--- config.mk ---
export PLATFORM = sky130hd
export DESIGN_NAME = rtc_read_sequencer
export DESIGN_NICKNAME = d
export VERILOG_FILES = /design/src/rtl/rtc_read_sequencer_pkg.sv /design/src/rtl/rtc_bus_cycle.sv /design/src/rtl/rtc_read_sequencer.sv
export SDC_FILE = /design/constraint.sdc
export NUM_CORES = 1
export LEC_CHECK = 0
export BUFFER_PORTS_ARGS = -buffer_cell sky130_fd_sc_hd__buf_4
export CAP_MARGIN = 20
export CORE_ASPECT_RATIO = 0.8
export CORE_MARGIN = 4
export CORE_UTILIZATION = 61
export CTS_CLUSTER_SIZE = 16
export DETAILED_ROUTE_END_ITERATION = 16
export GPL_TIMING_DRIVEN = 0
export PLACE_DENSITY = 0.88
export SLEW_MARGIN = 20
export SYNTH_ARGS = -nofsm -noshare
export SYNTH_HDL_FRONTEND = slang
export SYNTH_HIERARCHICAL = 1
export SYNTH_SLANG_ARGS = --single-unit
--- constraint.sdc ---
create_clock -name clk -period 5.3 [get_ports clk]
set_input_delay 0.265 -clock clk [delete_from_list [all_inputs] [get_ports clk]]
set_output_delay 0.265 -clock clk [all_outputs]
set_load 0.01 [all_outputs]
--- src/rtl/rtc_read_sequencer_pkg.sv ---
`default_nettype none
// +----------------------------------------------------------------------------+
// | Module      : rtc_read_sequencer_pkg                                       |
// | Description : Shared definitions for the RTC read sequencer: register      |
// |               index constants (also used by the display for             |
// |               selector_dato), RTC address table and bus FSM encoding.     |
// | Revision    : 1.0 - initial release                                        |
// +----------------------------------------------------------------------------+
package rtc_read_sequencer_pkg;

  // Upper bound on the number of swept registers (selector_dato is 4 bits)
  localparam int MAX_REGS = 16;

  // Register indices shared with the display side
  localparam logic [3:0] IDX_SEC       = 4'd0;
  localparam logic [3:0] IDX_MIN       = 4'd1;
  localparam logic [3:0] IDX_HOUR      = 4'd2;
  localparam logic [3:0] IDX_DAY       = 4'd3;
  localparam logic [3:0] IDX_MONTH     = 4'd4;
  localparam logic [3:0] IDX_YEAR      = 4'd5;
  localparam logic [3:0] IDX_TMR_SEC   = 4'd6;
  localparam logic [3:0] IDX_TMR_MIN   = 4'd7;
  localparam logic [3:0] IDX_TMR_HOUR  = 4'd8;

  // One read transaction on the multiplexed RTC bus
  typedef enum logic [2:0] {
    BUS_IDLE = 3'd0,
    BUS_ADDR = 3'd1,
    BUS_GAP  = 3'd2,
    BUS_DATA = 3'd3,
    BUS_REL  = 3'd4
  } bus_state_e;

  // RTC register address for a given sweep index; unused indices map to 0
  function automatic logic [7:0] rtc_addr(input logic [3:0] idx);
    logic [7:0] a;
    case (idx)
      IDX_SEC:      a = 8'h00;
      IDX_MIN:      a = 8'h02;
      IDX_HOUR:     a = 8'h04;
      IDX_DAY:      a = 8'h07;
      IDX_MONTH:    a = 8'h08;
      IDX_YEAR:     a = 8'h09;
      IDX_TMR_SEC:  a = 8'h30;
      IDX_TMR_MIN:  a = 8'h31;
      IDX_TMR_HOUR: a = 8'h32;
      default:      a = 8'h00;
    endcase
    return a;
  endfunction

endpackage : rtc_read_sequencer_pkg
`default_nettype wire

--- src/rtl/rtc_bus_cycle.sv ---
`default_nettype none
// +----------------------------------------------------------------------------+
// | Module      : rtc_bus_cycle                                                |
// | Description : Runs one RTC read transaction (ADDR, GAP, DATA, REL), each  |
// |               phase PHASE_CYC cycles long. A start seen during the last   |
// |               REL cycle chains straight into the next ADDR phase. Bus     |
// |               outputs are registered from the next state so they change   |
// |               cleanly on the clock edge together with the state.          |
// | Revision    : 1.0 - initial release                                        |
// +----------------------------------------------------------------------------+
module rtc_bus_cycle
  import rtc_read_sequencer_pkg::*;
#(
  parameter int PHASE_CYC = 4
) (
  input  logic       clk,
  input  logic       reset,
  input  logic       i_start,
  input  logic [7:0] i_addr,
  input  logic [7:0] i_ad_in,
  output logic       o_done,
  output logic       o_rdata_vld,
  output logic [7:0] o_rdata,
  output logic       o_cs_n,
  output logic       o_ad_sel,
  output logic       o_wr_n,
  output logic       o_rd_n,
  output logic [7:0] o_ad_out,
  output logic       o_ad_oe
);

  localparam int              PW           = (PHASE_CYC > 1) ? $clog2(PHASE_CYC) : 1;
  localparam logic [PW-1:0]   C_PHASE_LAST = PW'(PHASE_CYC - 1);

  bus_state_e     r_state;
  bus_state_e     w_state_nxt;
  logic [PW-1:0]  r_phase;
  logic [PW-1:0]  w_phase_nxt;
  logic           w_phase_last;
  logic           w_accept;
  logic [7:0]     r_addr;
  logic [7:0]     w_addr_nxt;

  logic           r_cs_n,   w_cs_n;
  logic           r_ad_sel, w_ad_sel;
  logic           r_wr_n,   w_wr_n;
  logic           r_rd_n,   w_rd_n;
  logic           r_ad_oe,  w_ad_oe;
  logic [7:0]     r_ad_out, w_ad_out;

  // Next-state, phase timer and next-cycle bus levels
  always_comb begin
    w_phase_last = (r_phase == C_PHASE_LAST);
    w_state_nxt  = r_state;
    w_accept     = 1'b0;
    case (r_state)
      BUS_IDLE: begin
        if (i_start) begin
          w_state_nxt = BUS_ADDR;
          w_accept    = 1'b1;
        end
      end
      BUS_ADDR: if (w_phase_last) w_state_nxt = BUS_GAP;
      BUS_GAP:  if (w_phase_last) w_state_nxt = BUS_DATA;
      BUS_DATA: if (w_phase_last) w_state_nxt = BUS_REL;
      BUS_REL: begin
        if (w_phase_last) begin
          if (i_start) begin
            w_state_nxt = BUS_ADDR;
            w_accept    = 1'b1;
          end else begin
            w_state_nxt = BUS_IDLE;
          end
        end
      end
      default: w_state_nxt = BUS_IDLE;
    endcase

    w_phase_nxt = (w_phase_last || r_state == BUS_IDLE) ? '0 : r_phase + 1'b1;
    w_addr_nxt  = w_accept ? i_addr : r_addr;

    // Bus levels for the state being entered; GAP and REL keep the
    // driver and the RTC read strobe apart during turnaround.
    w_cs_n   = 1'b1;
    w_ad_sel = 1'b0;
    w_wr_n   = 1'b1;
    w_rd_n   = 1'b1;
    w_ad_oe  = 1'b0;
    w_ad_out = 8'h00;
    case (w_state_nxt)
      BUS_ADDR: begin
        w_cs_n   = 1'b0;
        w_wr_n   = 1'b0;
        w_ad_oe  = 1'b1;
        w_ad_out = w_addr_nxt;
      end
      BUS_GAP: begin
        w_cs_n   = 1'b0;
      end
      BUS_DATA: begin
        w_cs_n   = 1'b0;
        w_ad_sel = 1'b1;
        w_rd_n   = 1'b0;
      end
      default: ;
    endcase
  end

  // State, phase timer, latched address and registered bus pins
  always_ff @(posedge clk) begin
    if (reset) begin
      r_state  <= BUS_IDLE;
      r_phase  <= '0;
      r_addr   <= 8'h00;
      r_cs_n   <= 1'b1;
      r_ad_sel <= 1'b0;
      r_wr_n   <= 1'b1;
      r_rd_n   <= 1'b1;
      r_ad_oe  <= 1'b0;
      r_ad_out <= 8'h00;
    end else begin
      r_state  <= w_state_nxt;
      r_phase  <= w_phase_nxt;
      r_addr   <= w_addr_nxt;
      r_cs_n   <= w_cs_n;
      r_ad_sel <= w_ad_sel;
      r_wr_n   <= w_wr_n;
      r_rd_n   <= w_rd_n;
      r_ad_oe  <= w_ad_oe;
      r_ad_out <= w_ad_out;
    end
  end

  assign o_done      = (r_state == BUS_REL)  && w_phase_last;
  assign o_rdata_vld = (r_state == BUS_DATA) && w_phase_last;
  assign o_rdata     = i_ad_in;

  assign o_cs_n   = r_cs_n;
  assign o_ad_sel = r_ad_sel;
  assign o_wr_n   = r_wr_n;
  assign o_rd_n   = r_rd_n;
  assign o_ad_oe  = r_ad_oe;
  assign o_ad_out = r_ad_out;

endmodule : rtc_bus_cycle
`default_nettype wire

--- src/rtl/rtc_read_sequencer.sv ---
`default_nettype none
// +----------------------------------------------------------------------------+
// | Module      : rtc_read_sequencer                                           |
// | Description : Periodically sweeps the RTC time/date/timer registers into  |
// |               a working bank, then commits the whole bank to a shadow     |
// |               bank in one cycle so the display never sees a half-updated  |
// |               time. The display reads the shadow via selector_dato/dato.  |
// | Revision    : 1.0 - initial release                                        |
// +----------------------------------------------------------------------------+
module rtc_read_sequencer
  import rtc_read_sequencer_pkg::*;
#(
  parameter int PHASE_CYC   = 4,
  parameter int REFRESH_CYC = 1000000,
  parameter int NUM_REGS    = 9
) (
  input  logic       clk,
  input  logic       reset,
  input  logic [3:0] selector_dato,
  output logic [7:0] dato,
  output logic       data_valid,
  output logic       rtc_cs_n,
  output logic       rtc_ad_sel,
  output logic       rtc_wr_n,
  output logic       rtc_rd_n,
  output logic [7:0] rtc_ad_out,
  output logic       rtc_ad_oe,
  input  logic [7:0] rtc_ad_in
);

  localparam int            RW             = (REFRESH_CYC > 1) ? $clog2(REFRESH_CYC) : 1;
  localparam logic [RW-1:0] C_REFRESH_LAST = RW'(REFRESH_CYC - 1);
  localparam logic [3:0]    C_IDX_LAST     = 4'(NUM_REGS - 1);

  logic [RW-1:0] r_refresh_cnt;
  logic          w_tick;
  logic          r_busy;
  logic [3:0]    r_idx;
  logic [3:0]    w_start_idx;
  logic [7:0]    w_bus_addr;
  logic          w_bus_start;
  logic          w_start_sweep;
  logic          w_next_reg;
  logic          w_commit;
  logic          w_done;
  logic          w_rdata_vld;
  logic [7:0]    w_rdata;
  logic [7:0]    w_rd_byte;
  logic [7:0]    r_dato;
  logic          r_data_valid;

  logic [7:0]    r_working [NUM_REGS];
  logic [7:0]    r_shadow  [NUM_REGS];

  // Refresh period counter; a tick is raised whenever it sits at zero
  always_ff @(posedge clk) begin
    if (reset) begin
      r_refresh_cnt <= '0;
    end else if (r_refresh_cnt == C_REFRESH_LAST) begin
      r_refresh_cnt <= '0;
    end else begin
      r_refresh_cnt <= r_refresh_cnt + 1'b1;
    end
  end

  // Sweep sequencing: a tick starts a sweep when idle (or exactly as the
  // previous one commits); a tick during an active sweep is dropped.
  always_comb begin
    w_tick        = (r_refresh_cnt == '0);
    w_commit      = w_done && (r_idx == C_IDX_LAST);
    w_next_reg    = w_done && (r_idx != C_IDX_LAST);
    w_start_sweep = w_tick && (!r_busy || w_commit);
    w_bus_start   = w_start_sweep || w_next_reg;
    w_start_idx   = w_start_sweep ? 4'd0 : r_idx + 4'd1;
    w_bus_addr    = rtc_addr(w_start_idx);
  end

  // Sweep index and busy flag
  always_ff @(posedge clk) begin
    if (reset) begin
      r_busy <= 1'b0;
      r_idx  <= 4'd0;
    end else begin
      if (w_start_sweep) begin
        r_busy <= 1'b1;
        r_idx  <= 4'd0;
      end else if (w_next_reg) begin
        r_idx  <= r_idx + 4'd1;
      end else if (w_commit) begin
        r_busy <= 1'b0;
        r_idx  <= 4'd0;
      end
    end
  end

  rtc_bus_cycle #(
    .PHASE_CYC (PHASE_CYC)
  ) u_bus (
    .clk         (clk),
    .reset       (reset),
    .i_start     (w_bus_start),
    .i_addr      (w_bus_addr),
    .i_ad_in     (rtc_ad_in),
    .o_done      (w_done),
    .o_rdata_vld (w_rdata_vld),
    .o_rdata     (w_rdata),
    .o_cs_n      (rtc_cs_n),
    .o_ad_sel    (rtc_ad_sel),
    .o_wr_n      (rtc_wr_n),
    .o_rd_n      (rtc_rd_n),
    .o_ad_out    (rtc_ad_out),
    .o_ad_oe     (rtc_ad_oe)
  );

  // Working bank captures each byte; shadow takes the whole bank on commit
  always_ff @(posedge clk) begin
    if (reset) begin
      for (int i = 0; i < NUM_REGS; i++) begin
        r_working[i] <= 8'h00;
        r_shadow[i]  <= 8'h00;
      end
    end else begin
      for (int i = 0; i < NUM_REGS; i++) begin
        if (w_rdata_vld && (r_idx == 4'(i))) begin
          r_working[i] <= w_rdata;
        end
        if (w_commit) begin
          r_shadow[i] <= r_working[i];
        end
      end
    end
  end

  // Read mux; during the commit cycle the working bank is forwarded so the
  // new value appears on the very next cycle. Unswept indices read as zero.
  always_comb begin
    w_rd_byte = 8'h00;
    for (int i = 0; i < NUM_REGS; i++) begin
      if (selector_dato == 4'(i)) begin
        w_rd_byte = w_commit ? r_working[i] : r_shadow[i];
      end
    end
  end

  // Registered read port and first-commit flag
  always_ff @(posedge clk) begin
    if (reset) begin
      r_dato       <= 8'h00;
      r_data_valid <= 1'b0;
    end else begin
      r_dato <= w_rd_byte;
      if (w_commit) begin
        r_data_valid <= 1'b1;
      end
    end
  end

  assign dato       = r_dato;
  assign data_valid = r_data_valid;

endmodule : rtc_read_sequencer
`default_nettype wire

# Word level (Yosys, flattened, before mapping)
# Memory sizes are Yosys's and may differ from the RTL's.
# Cells that the tools add are included.
[word_totals]
reg_bits = 60
n_memories = 3
word_cells = 186
ram_bits = 144
mem_bits_ro = 96
in_bits = 14
output_inout_bits = 22
[classes]
reduce_logical = 30
mux = 90
eq_ne = 27
n_addsub = 3
bitwise_logic = 19
[mem_list]
columns = ["name", "depth", "word_bits", "read_ports", "rd_ports_with_merged_regs", "write_ports", "line", "text"]
rows = [
  ["(no name shown)", 16, 6, 1, 0, 0, "rtc_read_sequencer_pkg.sv:37", "case (idx)"],
  ["r_shadow", 9, 8, 9, 0, 9, "rtc_read_sequencer.sv:53", "logic [7:0] r_shadow [NUM_REGS];"],
  ["r_working", 9, 8, 9, 0, 9, "rtc_read_sequencer.sv:52", "logic [7:0] r_working [NUM_REGS];"],
]
[op_table]
columns = ["cell", "n"]
rows = [
  ["8-bit 2-to-1 mux", 37],
  ["1-bit 2-to-1 mux", 43],
  ["4-bit by 3-bit == test with 1-bit output, second input constant", 8],
  ["20-bit by 1-bit adder with 20-bit output, second input constant", 1],
  ["20-bit == test, second input constant", 1],
  ["20-bit zero test", 1],
  ["1-bit bitwise OR", 18],
  ["4-bit by 2-bit == test with 1-bit output, second input constant", 4],
  ["3-bit 2-to-1 mux", 5],
  ["3-bit one-hot mux with 5 select lines", 1],
  ["1-bit logical AND", 14],
  ["3-bit by 2-bit == test with 1-bit output, second input constant", 4],
  ["4-bit 2-to-1 mux", 3],
  ["4-bit by 1-bit == test with 1-bit output, second input constant", 2],
  ["4-bit == test, second input constant", 2],
  ["4-bit zero test", 2],
  ["2-bit OR reduction", 4],
  ["3-bit by 1-bit == test with 1-bit output, second input constant", 2],
  ["4-bit by 1-bit adder with 4-bit output, second input constant", 1],
  ["4-bit != test, second input constant", 1],
  ["2-bit nonzero test", 2],
  ["3-bit == test, second input constant", 1],
  ["3-bit zero test", 1],
  ["1-bit logical OR", 3],
  ["other kinds (8)", 8],
]

# Depth between registers and ports, before layout
# Gate-level depths: netlist of run 1.
[logic_depth]
depth_word = 13
depth_mapped = 13
mapped_depth_nobuf = 10

# Modules after synthesis
# The synthesis of run 1 kept the hierarchy.
[by_module_without_submodules]
columns = ["module", "instances", "seq_area_each_um2", "area_each_um2", "cells_each"]
rows = [
  ["rtc_read_sequencer", 1, 5004.8, 7892.6, 651],
  ["rtc_bus_cycle", 1, 520.5, 965.9, 92],
]

# Worst setup path before layout of run 1
# OpenSTA, ideal clock, no wires.
[synth_path]
path_type = "register to register"
startpoint = "register u_bus.r_phase[0]"
endpoint = "memory r_shadow[0][0] (enable)"
period_less_slack_ns = 3.787
required_ns = 4.858
n_path_buf = 5
arrival_ns = 3.345
setup_time_ns = 0.442
stages_incl_launch_ff = 10
setup_slack_ns = 1.513
cell_sequence = "dfxtp_1 -> ha_1 -> buf_6 -> and3_1 -> buf_6 -> nand4b_2 -> buf_2 -> buf_2 -> buf_2 -> nand2b_1"
[synth_rtl]
columns = ["element", "line", "text"]
rows = [
  ["from (decl)", "rtc_bus_cycle.sv:37", "logic [PW-1:0] r_phase;"],
  ["from (signal assigned)", "rtc_bus_cycle.sv:123", "r_phase <= w_phase_nxt;"],
  ["to (decl)", "rtc_read_sequencer.sv:53", ""],
]

# Final worst setup path of run 1
[layout_path]
startpoint = "register r_idx[0]"
endpoint = "register r_dato[4] (netlist: dato[4])"
[layout_between]
elab_chain_cells = 12
word_cells_on_any_way = 20
classes_between = "eq/ne: 1; mux: 18; reduce/logical: 1"
[layout_lines]
columns = ["element", "line", "text"]
rows = [
  ["from (decl)", "rtc_read_sequencer.sv:38", "logic [3:0] r_idx;"],
  ["from (signal assigned)", "rtc_read_sequencer.sv:88", "r_idx <= r_idx + 4'd1;"],
  ["4-bit == test *", "rtc_read_sequencer.sv:70", "w_commit = w_done && (r_idx == C_IDX_LAST);"],
  ["1-bit logical AND *", "rtc_read_sequencer.sv:70", ""],
  ["8-bit 2-to-1 mux", "rtc_read_sequencer.sv:140", "w_rd_byte = w_commit ? r_working[i] : r_shadow[i];"],
  ["8-bit 2-to-1 mux (8 in a row)", "rtc_read_sequencer.sv:139", "if (selector_dato == 4'(i)) begin"],
  ["8-bit 2-to-1 mux *", "rtc_read_sequencer.sv:139", ""],
  ["to (signal assigned)", "rtc_read_sequencer.sv:151", "r_dato <= w_rd_byte;"],
  ["to (decl)", "rtc_read_sequencer.sv:49", "logic [7:0] r_dato;"],
]
# Mark *: on every way between the ends. The rest lies on a longest branch, timed or not.
# A chain may end at the register's enable or synchronous reset.

==> results of run 1 <==
## area by class of cell
class	count	area (um2)
plain buffers	48	259.0
clock buffers	29	595.6
clock inverters	6	26.28
fillers	973	4305
inverters	11	41.29
multi-input cells	481	3050
flip-flops and latches	204	5525
well taps	184	230.2
repair buffers	27	215.2
## final timing paths
| check | start | cells past startpoint | slack [ns] | to |
|---|---|---|---|---|
| setup / recovery | r_idx[0]$_SDFFE_PP0P_ | 9 | 1.94 | dato[4]$_SDFF_PP0_ |
| setup reg to reg | r_idx[0]$_SDFFE_PP0P_ | 9 | 1.94 | dato[4]$_SDFF_PP0_ |
| hold / removal | reset | 2 | 0.09 | u_bus/r_phase[1]$_SDFF_PP0_ |
| hold reg to reg | u_bus/r_phase[0]$_SDFF_PP0_ | 1 | 0.45 | u_bus/r_phase[0]$_SDFF_PP0_ |
## placed cells by master (no fill, tap or decap), types with 9 or more instances in the layout
cell                        instances
sky130_fd_sc_hd__nand2_1           72
sky130_fd_sc_hd__buf_2             12
sky130_fd_sc_hd__buf_4             37
sky130_fd_sc_hd__nor2b_1            9
sky130_fd_sc_hd__nand3_1           23
sky130_fd_sc_hd__xnor2_1           14
sky130_fd_sc_hd__o21ai_0           12
sky130_fd_sc_hd__mux2i_1           32
sky130_fd_sc_hd__a21oi_1           38
sky130_fd_sc_hd__clkbuf_1          22
sky130_fd_sc_hd__inv_1             10
sky130_fd_sc_hd__nor2_1            72
sky130_fd_sc_hd__clkbuf_16         21
sky130_fd_sc_hd__and2_1            82
sky130_fd_sc_hd__dfxtp_1           60
sky130_fd_sc_hd__nor3_1             9
sky130_fd_sc_hd__edfxtp_1         144
## through the flow
step / cell area [um2] / util / setup WS [ns] / std cells / hold WS, ns
after floorplan: 8862 / - / 1.513 / 744 / 0.3443
after global placement: 9288 / 0.6518 / 0.3959 / 954 / 0.4154
after detailed placement: 9315 / 0.6538 / 2.107 / 955 / 0.4388
after CTS: 9937 / 0.6974 / 2.065 / 990 / 0.07409
after global routing: 9943 / 0.6978 / 1.660 / 990 / 0.1036
final: 9943 / 0.6978 / 1.939 / 990 / 0.09466
## logic make-up after synthesis
family	after synthesis
fa+ha+maj	7
other cells	1
xor+xnor	22
compound gates	95
simple gates	314
flops	204
buf+inv	59
mux	41
## routing by layer
| layer | track usage | vias up | wire, um | part of all wire |
|---|---|---|---|---|
| met1 | 0.3454 | 2898 | 8056 | 0.40 |
| li1 | - | 2741 | - | - |
| met4 | 0.06776 | 0 | 587 | 0.029 |
| met5 | 0 | - | 0 | 0 |
| met2 | 0.3889 | 340 | 9143 | 0.45 |
| met3 | 0.07302 | 51 | 2372 | 0.12 |
## worst register-to-register path: stages, from the launching register on
cell	delay, ns
sky130_fd_sc_hd__dfxtp_1	0.49
sky130_fd_sc_hd__inv_1	0.14
sky130_fd_sc_hd__ha_1	0.33
sky130_fd_sc_hd__nand4b_2	0.25
sky130_fd_sc_hd__buf_2	0.37
sky130_fd_sc_hd__mux2i_1	0.30
sky130_fd_sc_hd__nor3_1	0.07
sky130_fd_sc_hd__a2111oi_0	0.81
sky130_fd_sc_hd__o21ai_0	0.29
sky130_fd_sc_hd__o2bb2ai_1	0.20
## sequential cells by signal, indices dropped and copies added (netlist names)
signal,count
dato,8
u_bus/r_phase,2
u_bus/o_ad_oe,1
u_bus/o_cs_n,1
u_bus/o_rd_n,1
u_bus/o_ad_out,8
r_refresh_cnt,20
r_shadow,72
u_bus/o_ad_sel,1
r_idx,4
data_valid,1
r_working,72
u_bus/o_wr_n,1
u_bus/r_addr,8
r_busy,1
u_bus/r_state,3
## report_power, final
part / leakage, nW / switching (mW) / internal [mW]
Sequential: 1.97 / 0.0213 / 1.75
Clock: 0.309 / 0.566 / 0.777
Combinational: 1.65 / 0.111 / 0.0651
Total: 3.93 / 0.699 / 2.60
==> impl_summary.log, run 1 <==
INFO  metric run_status = finished, final reports clean
INFO  metric route.final.wire_length = approximately 20 mm
INFO  metric coreArea = between 10000 and 15000 um2
INFO  metric critPathLaunchType = flip-flop
INFO  metric ys_async_sr_fraction = 0
INFO  metric timing.final.hold_violations = 0
INFO  metric slew_viol_final = 0
INFO  metric cts_buffer_depth = 3
INFO  metric timing.final.crit_share = 0.6342
INFO  metric htree_levels = 1
INFO  metric synth.ff_latch_count = slightly above 200
INFO  metric synthFlopType = sky130_fd_sc_hd__edfxtp_1
INFO  metric drt-pass1-iter-count = 7
INFO  metric required_arrival_time_at_the_worst_endpoint = roughly 5.7 ns
INFO  metric grt_pass1_wl = 32.06 mm
INFO  metric synth.area.mux_share = 0.05777
INFO  metric critical_path.n_buffers_inverters = 2
INFO  metric grt_pass1_vias = between 5k and 6k
INFO  metric final_nets = just over 800
INFO  metric floorplan.die_area = roughly 17000 um2
INFO  metric dominant_cell_type_by_area_after_synthesis = sky130_fd_sc_hd__edfxtp_1
INFO  metric post_cts.repair.setup_buffers = 0
INFO  metric cellPowerDensity = 331.4 nW/um2
INFO  metric n_antenna_cell = 0
INFO  metric starting_utilization_of_the_core_area = 0.6217
INFO  metric place_congestion = 0.9812
INFO  metric die_x = between 100 and 150 um
INFO  metric cts.sink_count = a little over 200
INFO  metric pin_count_of_the_biggest_net_entering_global_routing = 43
INFO  metric yosysWarningCount = 6
INFO  metric synth_compound_gate_area_share = 0.06850
INFO  metric antenna_violating_nets_post_route = 0
INFO  metric synth-xor-area-share = 0.02175
INFO  metric fin_setup_tns = 0 ns
INFO  metric drive_above_1_share = 0.1328
INFO  metric critPathKind = flip-flop to flip-flop
INFO  metric final.min_clock_period = around 3.4 ns
INFO  metric grt_remaining_overflow = 0
INFO  metric syn_avg_cell_area = roughly 12 um2
INFO  metric relSlewSlack = 0.3654
INFO  metric rsz0062_at_grt = false
INFO  metric synth.top_cell.area_share = 0.4881
INFO  metric row_count = 39
INFO  metric vias_per_cell = a little over 6
INFO  metric port-buffer-count = 26
INFO  metric ios = 36
INFO  metric tritoncts.num_buffers = 20
INFO  metric cells_taking_the_most_area_after_synthesis = sky130_fd_sc_hd__edfxtp_1 (49%), sky130_fd_sc_hd__dfxtp_1 (14%), sky130_fd_sc_hd__and2_1 (5.8%)
INFO  metric crit_fanout = 10
INFO  metric cpLargestDelayFamily = compound AO/OA/AOI/OAI gates
INFO  metric synthTopCellsByCount = sky130_fd_sc_hd__edfxtp_1 (144), sky130_fd_sc_hd__and2_1 (82), sky130_fd_sc_hd__nand2_1 (72), sky130_fd_sc_hd__nor2_1 (72), sky130_fd_sc_hd__dfxtp_1 (60)
INFO  metric critical_path.max_stage_delay = between 0.8 and 0.9 ns
INFO  metric hpwlAfterDp = between 10 and 15 mm
INFO  metric grt_antenna_before_repair = 0
INFO  metric power.static_leakage = 3.928 nW
INFO  metric path_clk_slew = around 0.060 ns
INFO  metric tritoncts = built
INFO  metric peakVddDrop = roughly 0.32 mV
INFO  metric postCtsHoldBufs = 0
INFO  metric worst_path_max_delay_cell = sky130_fd_sc_hd__a2111oi_0
INFO  metric globalRouteTotalUtil = 0.2487
INFO  metric most_common_cell_in_the_synthesized_netlist = sky130_fd_sc_hd__edfxtp_1
INFO  metric remaining_drc_errors = 0
INFO  metric critical_path_arrival = between 3 and 4 ns
INFO  metric dr.first_iter.drc_count = 703
INFO  metric worstHoldPathType = input port to flip-flop
INFO  metric die_h = approximately 120 um
INFO  metric worst_skew_pair.late_latency = ~0.5 ns
INFO  metric synth-adder-area-share = 0.009887
INFO  metric synth_cells = around 740
INFO  metric area_growth_syn_to_layout = 12.25%
INFO  metric yosys.cell_types.count = between 60 and 70
INFO  metric via_count = between 6k and 7k
INFO  metric ctsRootBufferMaster = sky130_fd_sc_hd__clkbuf_16
INFO  metric setup_violations = 0
INFO  metric wl_per_cell = 20.36 um
INFO  metric tightest_slew = between 0.9 and 1 ns
INFO  metric post_synth_instance_area = approximately 9000 um2
INFO  metric post_cts.resized_instances = 0
INFO  metric cp-end-kind = flip-flop
INFO  metric yosys.area_share.simple = 0.1840
INFO  metric fmax = ~0.30 GHz
INFO  metric synth-edff-count = roughly 140
INFO  metric synth-seq-area-share = 0.6237
INFO  metric cap_viol_max_count = 0
INFO  metric clock_skew = between 0.01 and 0.015 ns
INFO  metric total_power = about 3.3 mW
INFO  metric dominant_combinational_cell_family_by_area_after_synthesis = simple AND/OR/NAND/NOR gates
INFO  metric timing.critical_path.cells = inv_1 -> ha_1 -> nand4b_2 -> buf_2 -> mux2i_1 -> nor3_1 -> a2111oi_0 -> o21ai_0 -> o2bb2ai_1
No activity file was read; power rests on OpenSTA's default activity.
==> run 2, diff against run 1 <==
Settings changed: CORE_UTILIZATION 61 to 55, PLACE_DENSITY 0.88 to 0.84.
Clock period 5.3 ns to 2.8 ns, I/O delays scaled along.
==> impl_summary.log, run 2 (same netlist as run 1, synthesis figures left out) <==
INFO  metric run_status = finished, final reports clean (unchanged)
INFO  metric cts_buffer_depth = 3 (unchanged)
INFO  metric starting_utilization_of_the_core_area = 0.5607 (was 0.6217)
INFO  metric utilization = 0.6488 (was 0.6978)
INFO  metric final_critical_path_setup_slack = 0.1069 ns (was 1.939 ns)
INFO  metric timing.final.crit_share = 0.9618 (was 0.6342)
INFO  metric cellPowerDensity = 642.2 nW/um2 (was 331.4 nW/um2)
INFO  metric tightest_slew = 0.6602 ns (was 0.9279 ns)
INFO  metric relSlewSlack = 0.5598 (was 0.3654)
INFO  metric peakVddDrop = 0.4413 mV (was 0.3170 mV)
INFO  metric antenna_violating_nets_post_route = 0 (unchanged)
INFO  metric cts.sink_count = 204 (unchanged)
INFO  metric cp-end-kind = flip-flop (unchanged)
INFO  metric htree_levels = 1 (unchanged)
INFO  metric ctsRootBufferMaster = sky130_fd_sc_hd__clkbuf_16 (unchanged)
INFO  metric layout.cell_area.non_filler = 10250 um2 (was 9943 um2)
INFO  metric die_h = 121.5 um (was 115.8 um)
INFO  metric row_count = 41 (was 39)
INFO  metric setup_violations = 0 (unchanged)
INFO  metric fin_setup_tns = 0 ns (unchanged)
INFO  metric slew_viol_final = 0 (unchanged)
INFO  metric grt_pass1_vias = 5753 (was 5902)
INFO  metric final.min_clock_period = 2.693 ns (was 3.361 ns)
INFO  metric port-buffer-count = 26 (unchanged)
INFO  metric die_x = 149.9 um (was 142.7 um)
INFO  metric layout.cells.most_common_list = sky130_fd_sc_hd__edfxtp_1 (144), sky130_fd_sc_hd__and2_1 (82), sky130_fd_sc_hd__nand2_1 (72) (was sky130_fd_sc_hd__edfxtp_1 (144), sky130_fd_sc_hd__and2_1 (82), sky130_fd_sc_hd__nor2_1 (72), sky130_fd_sc_hd__nand2_1 (72), sky130_fd_sc_hd__dfxtp_1 (60))
INFO  metric tritoncts = built (unchanged)
INFO  metric ios = 36 (unchanged)
INFO  metric path_clk_slew = 0.06 ns (about the same)
INFO  metric route.final.wire_length = 20.19 mm (was 20.16 mm)
INFO  metric placement.cell_area = 9334 um2 (was 9315 um2)
INFO  metric place_congestion = 0.9044 (was 0.9812)
INFO  metric hpwlAfterDp = 13.00 mm (was 13.84 mm)
INFO  metric power.static_leakage = 4.069 nW (was 3.928 nW)
INFO  metric grt_remaining_overflow = 0 (unchanged)
INFO  metric remaining_drc_errors = 0 (unchanged)
INFO  metric vias_per_cell = 5.834 (was 6.091)
INFO  metric timing.final.hold_violations = 0 (unchanged)
INFO  metric pin_count_of_the_biggest_net_entering_global_routing = 19 (was 43)
INFO  metric worst_skew_pair.late_latency = 0.50 ns (was 0.49 ns)
INFO  metric n_antenna_cell = 0 (unchanged)
INFO  metric via_count = 5997 (was 6030)
INFO  metric total_power = 6.583 mW (was 3.295 mW)
INFO  metric tritoncts.num_buffers = 20 (unchanged)
INFO  metric rsz0062_at_grt = true (was false)
INFO  metric globalRouteTotalUtil = 0.2270 (was 0.2487)
INFO  metric cap_viol_max_count = 0 (unchanged)
INFO  metric instances_no_fill = 1028 (was 990)
INFO  metric final_nets = 820 (was 814)
INFO  metric place_ws = -0.4847 ns (was 2.107 ns)
INFO  metric reg_top3 = r_shadow (72), r_working (72), r_refresh_cnt (20) (unchanged)
INFO  metric final_common_cell = sky130_fd_sc_hd__edfxtp_1 (unchanged)
INFO  metric worstHoldPathType = input port to flip-flop (unchanged)
INFO  metric critPathLaunchType = flip-flop (unchanged)
INFO  metric whs = 0.1189 ns (was 0.09466 ns)
INFO  metric crit_fanout = 10 (unchanged)
INFO  metric required_arrival_time_at_the_worst_endpoint = 3.15 ns (was 5.67 ns)
INFO  metric critical_path_arrival = 3.05 ns (was 3.73 ns)
INFO  metric dr.first_iter.drc_count = 693 (was 703)
INFO  metric fmax = 0.3713 GHz (was 0.2975 GHz)
INFO  metric grt_antenna_before_repair = 0 (unchanged)
INFO  metric floorplan.die_area = 18210 um2 (was 16530 um2)
INFO  metric place.detailed.instances = 985 (was 955)
INFO  metric drive_above_1_share = 0.1697 (was 0.1328)
INFO  metric critPathKind = flip-flop to flip-flop (unchanged)
INFO  metric grt_pass1_wl = 31.87 mm (was 32.06 mm)
INFO  metric drt-pass1-iter-count = 5 (was 7)
INFO  metric area_growth_syn_to_layout = 15.72% (was 12.25%)
INFO  metric clock_skew = 0.01326 ns (was 0.01123 ns)
INFO  metric coreArea = 15800 um2 (was 14250 um2)
INFO  metric wl_per_cell = 19.64 um (was 20.36 um)
-- run 2: changes by cell type in the layout (fill, tap and decap cells not counted), sizes merged --
cell | previous run | this run
clkinvlp | 0 | 1
nand2b | 8 | 11
buf | 57 | 58
bufinv | 0 | 2
dlygate4sd3 | 0 | 1
inv | 11 | 12
clkinv | 6 | 4
-- run 2: final cells by class --
| type | count | area (um2) |
|---|---|---|
| plain buffers | 48 | 286.5 |
| clock buffers | 28 | 624.3 |
| clock inverters | 8 | 91.34 |
| fillers | 1193 | 5549 |
| inverters | 11 | 41.29 |
| multi-input cells | 484 | 3184 |
| flip-flops and latches | 204 | 5527 |
| well taps | 215 | 269.0 |
| repair buffers | 30 | 227.7 |
-- run 2: where the power goes --
group	switching, mW	internal (mW)
clock network	1.13	1.75
logic	0.218	0.131
registers	0.0413	3.32
total	1.39	5.20
-- run 2: routing by layer --
metal	wire length, um	vias up	global-route usage
li1	-	2762	-
met1	8672	2858	0.3337
met2	8861	320	0.3432
met3	2015	57	0.04742
met4	645	0	0.06857
met5	0	-	0
-- run 2: worst max-delay path: stages, from the launching register on --
cell and delay (ns):
sky130_fd_sc_hd__dfxtp_2 0.33, sky130_fd_sc_hd__ha_1 0.15, sky130_fd_sc_hd__buf_6 0.13, sky130_fd_sc_hd__and3_1 0.17
sky130_fd_sc_hd__buf_6 0.13, sky130_fd_sc_hd__nand4b_2 0.31, sky130_fd_sc_hd__buf_6 0.29, sky130_fd_sc_hd__mux2i_1 0.19
sky130_fd_sc_hd__o32ai_1 0.12, sky130_fd_sc_hd__a211o_1 0.34, sky130_fd_sc_hd__a221oi_2 0.24, sky130_fd_sc_hd__o22ai_1 0.14
-- run 2: repair_timing --
action	in CTS	in global routing
pin swaps	0	5
buffers inserted	0	3
hold buffers	1	0
endpoints found under the hold margin	2	0
setup endpoints to repair	230	126
cloned	3	0
gates resized for setup	19	22
-- run 2: path summary, 6_finish.rpt --
kind / slack, ns / start / depth (start not counted) / to
max: 0.11 / u_bus/r_phase[0]$_SDFF_PP0_ / 11 / dato[1]$_SDFF_PP0_
min: 0.12 / selector_dato[3] / 4 / dato[0]$_SDFF_PP0_
max reg2reg: 0.11 / u_bus/r_phase[0]$_SDFF_PP0_ / 11 / dato[1]$_SDFF_PP0_
min reg2reg: 0.41 / u_bus/r_phase[0]$_SDFF_PP0_ / 1 / u_bus/r_phase[0]$_SDFF_PP0_
